File: config.mk
export PLATFORM = sky130hd
export DESIGN_NAME = adc_uart_framer
export DESIGN_NICKNAME = d
export VERILOG_FILES = /design/src/rtl/adc_uart_framer.sv
export SDC_FILE = /design/constraint.sdc
export NUM_CORES = 1
export LEC_CHECK = 0
export ABC_CLOCK_PERIOD_IN_PS = 3200
export CELL_PAD_IN_SITES_DETAIL_PLACEMENT = 1
export CELL_PAD_IN_SITES_GLOBAL_PLACEMENT = 2
export CORE_ASPECT_RATIO = 0.75
export CORE_UTILIZATION = 30
export DETAILED_ROUTE_END_ITERATION = 6
export PLACE_DENSITY = 0.77
export SLEW_MARGIN = 15
export SYNTH_ARGS = -nofsm -noshare
export SYNTH_HDL_FRONTEND = slang
export SYNTH_SLANG_ARGS = --single-unit
File: constraint.sdc
create_clock -name sysclk_50 -period 3.2 [get_ports sysclk_50]
set_input_delay 0.64 -clock sysclk_50 [delete_from_list [all_inputs] [get_ports sysclk_50]]
set_output_delay 0.64 -clock sysclk_50 [all_outputs]
set_load 0.05 [all_outputs]
File: src/rtl/adc_uart_framer.sv
// Drains 16-bit samples from a non-show-ahead FIFO and sends them as framed bytes over a UART 8N1 line.
// Optional trailing checksum byte is compiled in with `define ADC_FRAMER_CHECKSUM_EN.
module adc_uart_framer #(
  parameter int          CLK_FREQ          = 50000000,
  parameter int          BAUD              = 115200,
  parameter int          SAMPLES_PER_FRAME = 4,
  parameter logic [7:0]  HEADER            = 8'hA5
) (
  input  logic        sysclk_50,
  input  logic        i_rest_n,
  input  logic        enable,
  input  logic        fifo_empty,
  input  logic [15:0] fifo_q,
  output logic        fifo_rdreq,
  output logic        uart_tx,
  output logic        busy,
  output logic        frame_done,
  output logic [15:0] frame_cnt
);
  // state   | meaning
  // IDLE    | waiting for enable and a non-empty FIFO
  // HDR     | launch the header byte
  // FETCH   | strobe the FIFO (stalls while empty)
  // WAIT_Q  | capture FIFO read data
  // SEND_HI | launch sample[15:8] once the line is free
  // SEND_LO | launch sample[7:0]; with r_tail set, wait for the final byte to finish
  // CKSUM   | launch checksum, then wait for it to finish
  // DONE    | one-cycle end-of-frame pulse
  localparam int               BAUD_DIV   = CLK_FREQ / BAUD;
  localparam int               CW         = (BAUD_DIV > 2) ? $clog2(BAUD_DIV) : 1;
  localparam logic [CW-1:0]    BIT_RELOAD = CW'(BAUD_DIV - 1);
  localparam logic [7:0]       LAST_IDX   = 8'(SAMPLES_PER_FRAME - 1);

  typedef enum logic [1:0] {TX_IDLE, TX_START, TX_DATA, TX_STOP} tx_state_t;
  typedef enum logic [2:0] {
    IDLE, HDR, FETCH, WAIT_Q, SEND_HI, SEND_LO,
`ifdef ADC_FRAMER_CHECKSUM_EN
    CKSUM,
`endif
    DONE
  } frame_state_t;

  tx_state_t    r_tx_state, w_tx_state_nxt;
  logic [CW-1:0] r_baud_cnt, w_baud_nxt;
  logic [2:0]   r_bit_idx, w_bit_idx_nxt;
  logic [7:0]   r_shift, w_shift_nxt;
  logic         r_line, w_line_nxt;
  logic         w_bit_end, w_tx_done, w_tx_ready, w_tx_start;
  logic [7:0]   w_tx_byte;

  frame_state_t r_state, w_state_nxt;
  logic [7:0]   r_idx, w_idx_nxt;
  logic [15:0]  r_sample, w_sample_nxt;
  logic         r_tail, w_tail_nxt;
  logic [15:0]  r_frame_cnt, w_cnt_nxt;
`ifdef ADC_FRAMER_CHECKSUM_EN
  logic [7:0]   r_cksum, w_cksum_nxt;
`endif

  assign w_bit_end  = (r_baud_cnt == '0);
  assign w_tx_done  = (r_tx_state == TX_STOP) && w_bit_end;
  // Launching in the tx_done cycle keeps consecutive bytes gap-free.
  assign w_tx_ready = (r_tx_state == TX_IDLE) || w_tx_done;

  always_comb begin
    w_tx_state_nxt = r_tx_state;
    w_baud_nxt     = w_bit_end ? r_baud_cnt : r_baud_cnt - CW'(1);
    w_bit_idx_nxt  = r_bit_idx;
    w_shift_nxt    = r_shift;
    case (r_tx_state)
      TX_IDLE: if (w_tx_start) begin
        w_tx_state_nxt = TX_START;
        w_baud_nxt     = BIT_RELOAD;
        w_shift_nxt    = w_tx_byte;
      end
      TX_START: if (w_bit_end) begin
        w_tx_state_nxt = TX_DATA;
        w_baud_nxt     = BIT_RELOAD;
        w_bit_idx_nxt  = 3'd0;
      end
      TX_DATA: if (w_bit_end) begin
        w_baud_nxt = BIT_RELOAD;
        if (r_bit_idx == 3'd7) begin
          w_tx_state_nxt = TX_STOP;
        end else begin
          w_bit_idx_nxt = r_bit_idx + 3'd1;
          w_shift_nxt   = {1'b0, r_shift[7:1]};
        end
      end
      TX_STOP: if (w_bit_end) begin
        if (w_tx_start) begin
          w_tx_state_nxt = TX_START;
          w_baud_nxt     = BIT_RELOAD;
          w_shift_nxt    = w_tx_byte;
        end else begin
          w_tx_state_nxt = TX_IDLE;
        end
      end
      default: w_tx_state_nxt = TX_IDLE;
    endcase
    w_line_nxt = (w_tx_state_nxt == TX_START) ? 1'b0 :
                 (w_tx_state_nxt == TX_DATA)  ? w_shift_nxt[0] : 1'b1;
  end

  always_ff @(posedge sysclk_50 or negedge i_rest_n) begin
    if (!i_rest_n) begin
      r_tx_state <= TX_IDLE;
      r_baud_cnt <= '0;
      r_bit_idx  <= 3'd0;
      r_shift    <= 8'd0;
      r_line     <= 1'b1;
    end else begin
      r_tx_state <= w_tx_state_nxt;
      r_baud_cnt <= w_baud_nxt;
      r_bit_idx  <= w_bit_idx_nxt;
      r_shift    <= w_shift_nxt;
      r_line     <= w_line_nxt;
    end
  end

  // The next sample is fetched while the previous byte is still on the line.
  always_comb begin
    w_state_nxt  = r_state;
    w_idx_nxt    = r_idx;
    w_sample_nxt = r_sample;
    w_tail_nxt   = r_tail;
    w_cnt_nxt    = r_frame_cnt;
    w_tx_start   = 1'b0;
    w_tx_byte    = HEADER;
`ifdef ADC_FRAMER_CHECKSUM_EN
    w_cksum_nxt  = r_cksum;
`endif
    case (r_state)
      IDLE: if (enable && !fifo_empty) begin
        w_state_nxt = HDR;
        w_idx_nxt   = 8'd0;
        w_tail_nxt  = 1'b0;
`ifdef ADC_FRAMER_CHECKSUM_EN
        w_cksum_nxt = 8'd0;
`endif
      end
      HDR: begin
        w_tx_start  = 1'b1;
        w_state_nxt = FETCH;
      end
      FETCH: if (!fifo_empty) w_state_nxt = WAIT_Q;
      WAIT_Q: begin
        w_sample_nxt = fifo_q;
        w_state_nxt  = SEND_HI;
      end
      SEND_HI: if (w_tx_ready) begin
        w_tx_start  = 1'b1;
        w_tx_byte   = r_sample[15:8];
`ifdef ADC_FRAMER_CHECKSUM_EN
        w_cksum_nxt = r_cksum + r_sample[15:8];
`endif
        w_state_nxt = SEND_LO;
      end
      SEND_LO: begin
        if (r_tail) begin
          if (w_tx_done) w_state_nxt = DONE;
        end else if (w_tx_ready) begin
          w_tx_start  = 1'b1;
          w_tx_byte   = r_sample[7:0];
`ifdef ADC_FRAMER_CHECKSUM_EN
          w_cksum_nxt = r_cksum + r_sample[7:0];
`endif
          if (r_idx == LAST_IDX) begin
`ifdef ADC_FRAMER_CHECKSUM_EN
            w_state_nxt = CKSUM;
`else
            w_tail_nxt  = 1'b1;
`endif
          end else begin
            w_idx_nxt   = r_idx + 8'd1;
            w_state_nxt = FETCH;
          end
        end
      end
`ifdef ADC_FRAMER_CHECKSUM_EN
      CKSUM: begin
        if (r_tail) begin
          if (w_tx_done) w_state_nxt = DONE;
        end else if (w_tx_ready) begin
          w_tx_start = 1'b1;
          w_tx_byte  = r_cksum;
          w_tail_nxt = 1'b1;
        end
      end
`endif
      DONE: begin
        w_cnt_nxt   = r_frame_cnt + 16'd1;
        w_state_nxt = IDLE;
      end
      default: w_state_nxt = IDLE;
    endcase
  end

  always_ff @(posedge sysclk_50 or negedge i_rest_n) begin
    if (!i_rest_n) begin
      r_state     <= IDLE;
      r_idx       <= 8'd0;
      r_sample    <= 16'd0;
      r_tail      <= 1'b0;
      r_frame_cnt <= 16'd0;
`ifdef ADC_FRAMER_CHECKSUM_EN
      r_cksum     <= 8'd0;
`endif
    end else begin
      r_state     <= w_state_nxt;
      r_idx       <= w_idx_nxt;
      r_sample    <= w_sample_nxt;
      r_tail      <= w_tail_nxt;
      r_frame_cnt <= w_cnt_nxt;
`ifdef ADC_FRAMER_CHECKSUM_EN
      r_cksum     <= w_cksum_nxt;
`endif
    end
  end

  assign fifo_rdreq = (r_state == FETCH) && !fifo_empty;
  assign busy       = (r_state != IDLE) && (r_state != DONE);
  assign frame_done = (r_state == DONE);
  assign frame_cnt  = r_frame_cnt;
  assign uart_tx    = r_line;
endmodule
Yosys cells after proc, flatten, opt, wreduce, memory -nomap -nowiden
Index checks and enable logic that the tools add are counted.

storage, ports and cells
  register bits after elaboration = 67
  word-level logic and storage cells = 109
  input bits = 20

operators by class
  equality and inequality tests = 27
  reduce and logical (&&, ||, !) cells = 19
  multiplexer cells = 48
  $add $sub $neg = 4

operator list
  kind                     count
  $mux W8                  11
  $mux W9                  4
  $pmux W8 S2              2
  $mux W3                  10
  $pmux W9 S3              1
  $pmux W8 S3              1
  $ne A2 B2 Y1 const B     10
  $pmux W3 S6              1
  $add A16 B1 Y16 const B  1
  $eq A3 B3 Y1 const B     4
  $ne A3 B3 Y1 const B     4
  $mux W2                  5
  $logic_not A9 Y1         1
  $mux W1                  9
  $sub A9 B1 Y9 const B    1
  $add A8 B1 Y8 const B    1
  $eq A8 B2 Y1 const B     1
  $pmux W2 S4              1
  $reduce_and A4 Y1        2
  $eq A2 B2 Y1 const B     3
  $eq A3 B2 Y1 const B     2
  $pmux W3 S2              1
  $reduce_and A6 Y1        1
  $reduce_bool A3 Y1       2
  14 further kinds         19

Longest topological paths before layout
Gate-level depths: netlist (run 1).

  depth after elaboration = 12
  mapped depth = 10
  gate-level depth less buffers = 9

Least setup slack after synthesis (run 1)
No wires, ideal clock.

  path type = register -> register
  from = reg r_state[0]
  to = reg r_frame_cnt[15] (netlist: frame_cnt[15])
  library setup time = 0.140 ns
  setup slack = 0.890 ns
  data arrival time = 2.169 ns
  clock period less this slack = 2.310 ns
  required time = 3.060 ns
  stages on the path, launching flop included = 9
  path through = dfrtp_1 -> buf_2 -> and3b_1 -> clkbuf_1 -> and4_1 -> nand2_1 -> nor2_1 -> nand4_1 -> xnor2_1

on the way
  word-level cells in the longest chain between the ends = 1

RTL lines
  what                      line  RTL
  start: declaration        51    frame_state_t r_state, w_state_nxt;
  start signal: assignment  210   r_state <= w_state_nxt;
  $eq A3 B3 Y1              n/a
  net frame_done            17    output logic frame_done,
  end signal: assignment    214   r_frame_cnt <= w_cnt_nxt;
  end: declaration          55    logic [15:0] r_frame_cnt, w_cnt_nxt;

The timed path passes the listed nets, and every way through them passes these cells.
A chain may end at the register's enable or synchronous reset.

Worst setup path in the final report (run 1)
  from = reg r_state[0]
  to = out busy

on the way
  word-level cells in the longest chain between the ends = 2
  elaborated cells between the ends (all ways) = 3
  classes of those cells = 1 x eq/ne; 2 x reduce/logical

RTL lines
  what                                                       line  RTL
  $ne A3 B3 Y1 / $reduce_bool A3 Y1 (equally long branches)  222   assign busy = (r_state != IDLE) && (r_state != DONE);
  $logic_and A1 B1 Y1 *                                      222
  end: declaration                                           16    output logic busy,

Mark *: on every way between the ends. The rest lies on a longest branch, timed or not.

==> results of run 1 <==
## placed cells by master, fill, tap and decap left out, types with 4 or more instances in the layout
cell type / instances
ha_1: 12
a21oi_1: 26
inv_1: 9
nor3_1: 5
xnor2_1: 13
and3_1: 7
o21ai_0: 8
a22oi_1: 5
nand4_1: 6
o22ai_1: 9
clkbuf_16: 9
dfrtp_1: 66
buf_4: 7
clkdlybuf4s50_1: 37
a2bb2oi_1: 5
nand2_1: 37
o31ai_1: 10
mux2_2: 18
nand3_1: 10
xor2_1: 6
nand2b_1: 5
or3_1: 4
nor2_1: 31
## flip-flops by register name, summed over array words and instances (netlist names)
name        cells
frame_cnt      16
r_sample       16
r_baud_cnt      9
r_idx           8
r_shift         8
r_bit_idx       3
r_state         3
r_tx_state      2
r_tail          1
uart_tx         1
## cells in the mapped netlist, types with 4 or more instances
cell type  count  area, um^2
xor2_1         6        52.6
dfrtp_1       66        1650
nand3_1       10        50.1
o21ai_0        8        40.0
inv_1          9        33.8
mux2_2        18         203
or3_1          4        25.0
nand2b_1       5        31.3
nand4_1        6        37.5
a2bb2oi_1      5        43.8
o22ai_1        9        56.3
and3_1         7        43.8
ha_1          12         150
o31ai_1       10        75.1
a22oi_1        5        37.5
nand2_1       37         139
clkbuf_1      10        37.5
xnor2_1       13         114
nor3_1         5        25.0
a21oi_1       26         130
nor2_1        31         116
## cell type report
| class | count | area (um^2) | area share |
|---|---|---|---|
| Inverter | 10 | 40.0 | 0.00889 |
| Sequential cell | 67 | 1680 | 0.373 |
| Multi-Input combinational cell | 271 | 1830 | 0.406 |
| Timing Repair Buffer | 46 | 448 | 0.0995 |
| Clock inverter | 7 | 82.6 | 0.0183 |
| Clock buffer | 9 | 225 | 0.0500 |
| Tap cell | 162 | 203 | 0.0450 |
## how the worst min path moves through the flow
stage	from	endpoint	slack, ns	cells after the start
floorplan	i_rest_n	frame_cnt[0]	0.34	0
global placement	frame_cnt[15]	frame_cnt[15]	0.46	1
detailed placement	frame_cnt[15]	frame_cnt[15]	0.47	1
CTS	i_rest_n	frame_cnt[8]	0.33	2
global route	i_rest_n	frame_cnt[6]	0.35	2
finish	i_rest_n	frame_cnt[6]	0.29	2
## critical path, delay by kind of cell, from the launching register on
| kind | cells | cell delay (ns) |
|---|---|---|
| simple gates | 1 | 0.39 |
| flops | 1 | 0.52 |
| buf+inv | 2 | 0.96 |
## through the flow
step	cells	utilization
after floorplan	365	-
after global placement	556	0.359
after detailed placement	556	0.359
after CTS	572	0.385
after global routing	572	0.385
final	572	0.385
## kinds of logic after synthesis
kind of cell / count (synthesis)
compound gates: 89
flops: 67
buf+inv: 27
simple gates: 132
xor+xnor: 19
fa+ha+maj: 12
mux: 19
## metal layers
| layer | share of wire | routed length [um] | GRT usage |
|---|---|---|---|
| met1 | 0.52 | 5190 | 0.263 |
| met2 | 0.44 | 4360 | 0.253 |
| met3 | 0.030 | 296 | 0.0402 |
| met4 | 0.012 | 116 | 0.0498 |
| met5 | 0 | 0 | 0 |
## where the power goes
group / total [uW] / leakage (uW) / switching, uW / internal (uW)
logic: 773 / 0.000882 / 435 / 338
registers: 1130 / 0.000846 / 135 / 991
clock network: 1040 / 0.000145 / 425 / 616
==> results_dict.tcl, run 1 <==
set metrics [dict create \
    status "finished clean" \
    cts_root_buf "clkbuf_16" \
    synth-xor-area-share 0.0459 \
    worstPathCellList "buf_4 -> or3_1 -> clkdlybuf4s50_1" \
    synth_warnings 0 \
    dpl.hpwl_mm 7.18 \
    initial_core_util 0.310 \
    pre_cts_ws_ns 0.501 \
    ir_worst_vdd_uv 441 \
    synthAdderAreaFrac 0.0414 \
    pin_count 40 \
    cp.arrival_ns 2.22 \
    netlist_instances 365 \
    async_reset_ff_frac 1.00 \
    cts_tree "built" \
    fin_crit_ns 2.86 \
    clk_latency_ns 0.34 \
    synth_area_per_cell_um2 9.93 \
    required_ns 2.56 \
    finalHoldViolations 0 \
    startpoint_type "flop" \
    area_delta_synth_final_pct 24.2 \
    cts_sinks 67 \
    final_cell_area_um2 4500 \
    die_height_um 97.2 \
    skew_ns 0.00841 \
    rsz0062_at_grt "no" \
    startpoint "r_state[0]" \
    ys_types 64 \
    drc 0 \
    worstHoldPathType "input port to asynchronous set/reset pin" \
    crit_fanout 10 \
    netlist_area_um2 3620 \
    setup_slack_ns 0.342 \
    cts_buffers 9 \
    r2r_start "r_baud_cnt[0]" \
    tns_ns 0 \
    num_antenna_cells 0 \
    slew_headroom 0.310 \
    antenna_found_initial 0 \
    cts_hold_repair.buffers 0 \
    drv_cap 0 \
    ys.flop_type "dfrtp_1" \
    slew_violations 0 \
    final_nets 437 \
    synth-edff-count 0 \
    clkTransAtPathRegs_ns 0.06 \
    synth_nets 397 \
    cts_resized 0 \
    gp_congestion 0.762 \
    r2r_setup_slack_ns 0.47 \
    h-tree-depth 3 \
    synth_compound_area_frac 0.165 \
    r2r_cells 9 \
    grt_pass1_wl_mm 16.9 \
    core_area_um2 11700 \
    rr_endpoint "r_shift[7]" \
    worst_path_max_delay_cell "clkdlybuf4s50_1" \
    grt_max_degree 68 \
    total_power_uw 2940 \
    grt_usage 0.177 \
    synth.ff_latch_count 67 \
    critical_path_class "flop to output pin" \
    setup_violations 0 \
    cts_buffer_depth 2 \
    power.density_nw_per_um2 653 \
    vias 2931 \
    std_cell_rows 34 \
    placement.io_buffers 39 \
    endpoint "busy" \
    synth.mux.area_fraction 0.0587 \
    place_area_um2 4190 \
    drtPass1Iterations 4 \
    wl_per_cell_um 17.4 \
    routed_wl_mm 9.97 \
    post-cts-setup-buffers 0 \
    period_share 0.893 \
    postRouteAntennaNets 0 \
    die_w_um 129 \
    cp_slowest_stage_delay_ns 0.72 \
    cp-end-kind "output pin" \
    gr-total-overflow 0 \
    worst_slew_pin_slew_ns 1.03 \
    max_freq_mhz 350 \
    fillCellCount 1333 \
    hold_ws_ns 0.287 \
    p_leak_uw 0.00187 \
    grt_pass1_vias 3042 \
    drive_gt1_frac 0.141 \
    synth_seq_area_share 0.463 \
    via_per_inst 5.12 \
    dieArea_um2 12500 \
    drt_iter0_markers 206 \
    synth_top_family_by_area "simple AND/OR/NAND/NOR gates" \
    synth-simple-area-share 0.193 \
]
Note: power is estimated with default switching activity, not from simulation.
==> inputs of run 2 (changes only) <==
--- a/config.mk
+++ b/config.mk
@@ -12,7 +12,6 @@
 export CORE_UTILIZATION = 30
 export DETAILED_ROUTE_END_ITERATION = 6
 export PLACE_DENSITY = 0.77
-export SLEW_MARGIN = 15
 export SYNTH_ARGS = -nofsm -noshare
 export SYNTH_HDL_FRONTEND = slang
 export SYNTH_SLANG_ARGS = --single-unit
==> results of run 2 <==
Final layout, timing and power as in run 1 (identical DEF).
==> inputs of run 3 (changes only) <==
--- a/config.mk
+++ b/config.mk
@@ -5,12 +5,13 @@
 export SDC_FILE = /design/constraint.sdc
 export NUM_CORES = 1
 export LEC_CHECK = 0
-export ABC_CLOCK_PERIOD_IN_PS = 3200
+export ABC_CLOCK_PERIOD_IN_PS = 3400
 export CELL_PAD_IN_SITES_DETAIL_PLACEMENT = 1
 export CELL_PAD_IN_SITES_GLOBAL_PLACEMENT = 2
 export CORE_ASPECT_RATIO = 0.75
 export CORE_UTILIZATION = 30
 export DETAILED_ROUTE_END_ITERATION = 6
+export GPL_ROUTABILITY_DRIVEN = 0
 export PLACE_DENSITY = 0.77
 export SYNTH_ARGS = -nofsm -noshare
 export SYNTH_HDL_FRONTEND = slang
==> constraint.sdc (replaced) <==
create_clock -name sysclk_50 -period 3.4 [get_ports sysclk_50]
set_input_delay 0.68 -clock sysclk_50 [delete_from_list [all_inputs] [get_ports sysclk_50]]
set_output_delay 0.68 -clock sysclk_50 [all_outputs]
set_load 0.05 [all_outputs]
==> run 3 against run 2 <==
- wire length shrank 4.3%
- die area is the same
- core utilization grew 0.064 points
- critical endpoint unchanged
- largest cell class unchanged
- largest power group unchanged
==> results_dict.tcl, run 3 (same netlist as run 1, synthesis figures left out) <==
set metrics [dict create \
    status "finished clean" \
    fin_util 0.385 \
    p_comb_frac 0.255 \
    startpoint_type "flop" \
    cts_resized 0 \
    gr-total-overflow 0 \
    cts_buffers 9 \
    power.density_nw_per_um2 621 \
    crit_fanout 14 \
    p_leak_uw 0.00187 \
    slew_violations 0 \
    top_usage_layer "met1" \
    initial_core_util 0.310 \
    cp-end-kind "output pin" \
    cts_root_buf "clkbuf_16" \
    core_area_um2 11700 \
    cts_tree "built" \
    num_antenna_cells 0 \
    tns_ns 0 \
    via_per_inst 5.06 \
    routed_wl_mm 9.53 \
    layout_commonest_cell "dfrtp_1" \
    cts_buffer_depth 2 \
    final_nets 437 \
    drtPass1Iterations 4 \
    post-cts-setup-buffers 0 \
    std_cell_rows 34 \
    total_power_uw 2800 \
    drc 0 \
    area_delta_synth_final_pct 24.4 \
    grt_pass1_wl_mm 16.2 \
    dpl.hpwl_mm 7.03 \
    setup_violations 0 \
    worst_slew_pin_slew_ns 1.11 \
    wl_per_cell_um 16.7 \
    h-tree-depth 3 \
    cp.arrival_ns 2.26 \
    layout_common_cells "66 x dfrtp_1, 38 x clkdlybuf4s50_1, 37 x nand2_1" \
    met2_usage 0.243 \
    pwr-share-seq 0.380 \
    clk_latency_ns 0.33 \
    grt_max_degree 29 \
    die_height_um 97.2 \
    grt_pass1_vias 3048 \
    critical_path_class "flop to output pin" \
    p_sw_uw 908 \
    setup_slack_ns 0.464 \
    p_sw_frac 0.324 \
    period_share 0.864 \
    drive_gt1_frac 0.139 \
    fin_crit_ns 2.94 \
    rsz0062_at_grt "no" \
    pre_cts_ws_ns 0.547 \
    postRouteAntennaNets 0 \
    max_freq_mhz 341 \
    die_w_um 129 \
    pwr-share-clk 0.364 \
    grtUsageMet3 0.0363 \
    final-instance-count-excl-fill 572 \
    ir_worst_vdd_uv 470 \
    drv_cap 0 \
    power.internal_uw 1890 \
    worstHoldPathType "input port to asynchronous set/reset pin" \
    skew_ns 0.00868 \
    antenna_found_initial 0 \
    cts_hold_repair.buffers 0 \
    slew_headroom 0.262 \
    placement.io_buffers 39 \
    dpl.cell_count 556 \
    grt_usage 0.166 \
    drt_iter0_markers 146 \
    grtUsageMet1 0.246 \
    cts_sinks 67 \
    clkTransAtPathRegs_ns 0.06 \
    vias 2894 \
    pin_count 40 \
    required_ns 2.72 \
    dieArea_um2 12500 \
    finalHoldViolations 0 \
]
[run 3: final cells by class]
type,count,area (um^2)
tap,162,203
sequential,67,1680
clock inverter,7,100
fill,1311,7190
inverter,10,40.0
multi-input combinational,271,1830
clock buffer,9,225
timing repair buffer,46,438
[run 3: path summary, 6_finish.rpt]
path,from,endpoint,slack (ns),cells past startpoint
hold / removal,i_rest_n,frame_cnt[6],0.26,1
setup / recovery,r_state[1],busy,0.46,4
min in group sysclk_50,frame_cnt[15],frame_cnt[15],0.48,1
setup reg to reg,r_baud_cnt[0],r_shift[7],0.70,9
max in group asynchronous,i_rest_n,uart_tx,2.42,2
hold reg to reg,frame_cnt[15],frame_cnt[15],0.48,1
[run 3: through the flow]
step | hold slack [ns] | instance area, um^2
5_1_grt | 0.282 | 4510
4_1_cts | 0.269 | 4510
6_report | 0.257 | 4510
3_3_place_gp | 0.460 | 4180
2_1_floorplan | 0.384 | 3620
3_5_place_dp | 0.476 | 4180
[run 3: power by group through the flow]
stage	clock (uW)	sequential (uW)	combinational (uW)
final	1020	1060	715
after global routing	1070	1090	769
after CTS	1040	1060	727
after detailed placement	0	1080	719
after global placement	0	1070	703
after floorplan	0	1070	464
[run 3: metal layers]
| layer | up-vias | routed length (um) |
|---|---|---|
| met5 | - | 0 |
| met4 | 0 | 106 |
| met3 | 11 | 245 |
| met2 | 40 | 4150 |
| met1 | 1441 | 5030 |
| li1 | 1402 | - |
[run 3: critical path: stages, from the launching register on]
cell	delay, ns
dfrtp_1	0.59
nor2b_1	0.09
buf_4	0.17
or3_1	0.36
clkdlybuf4s50_1	0.71
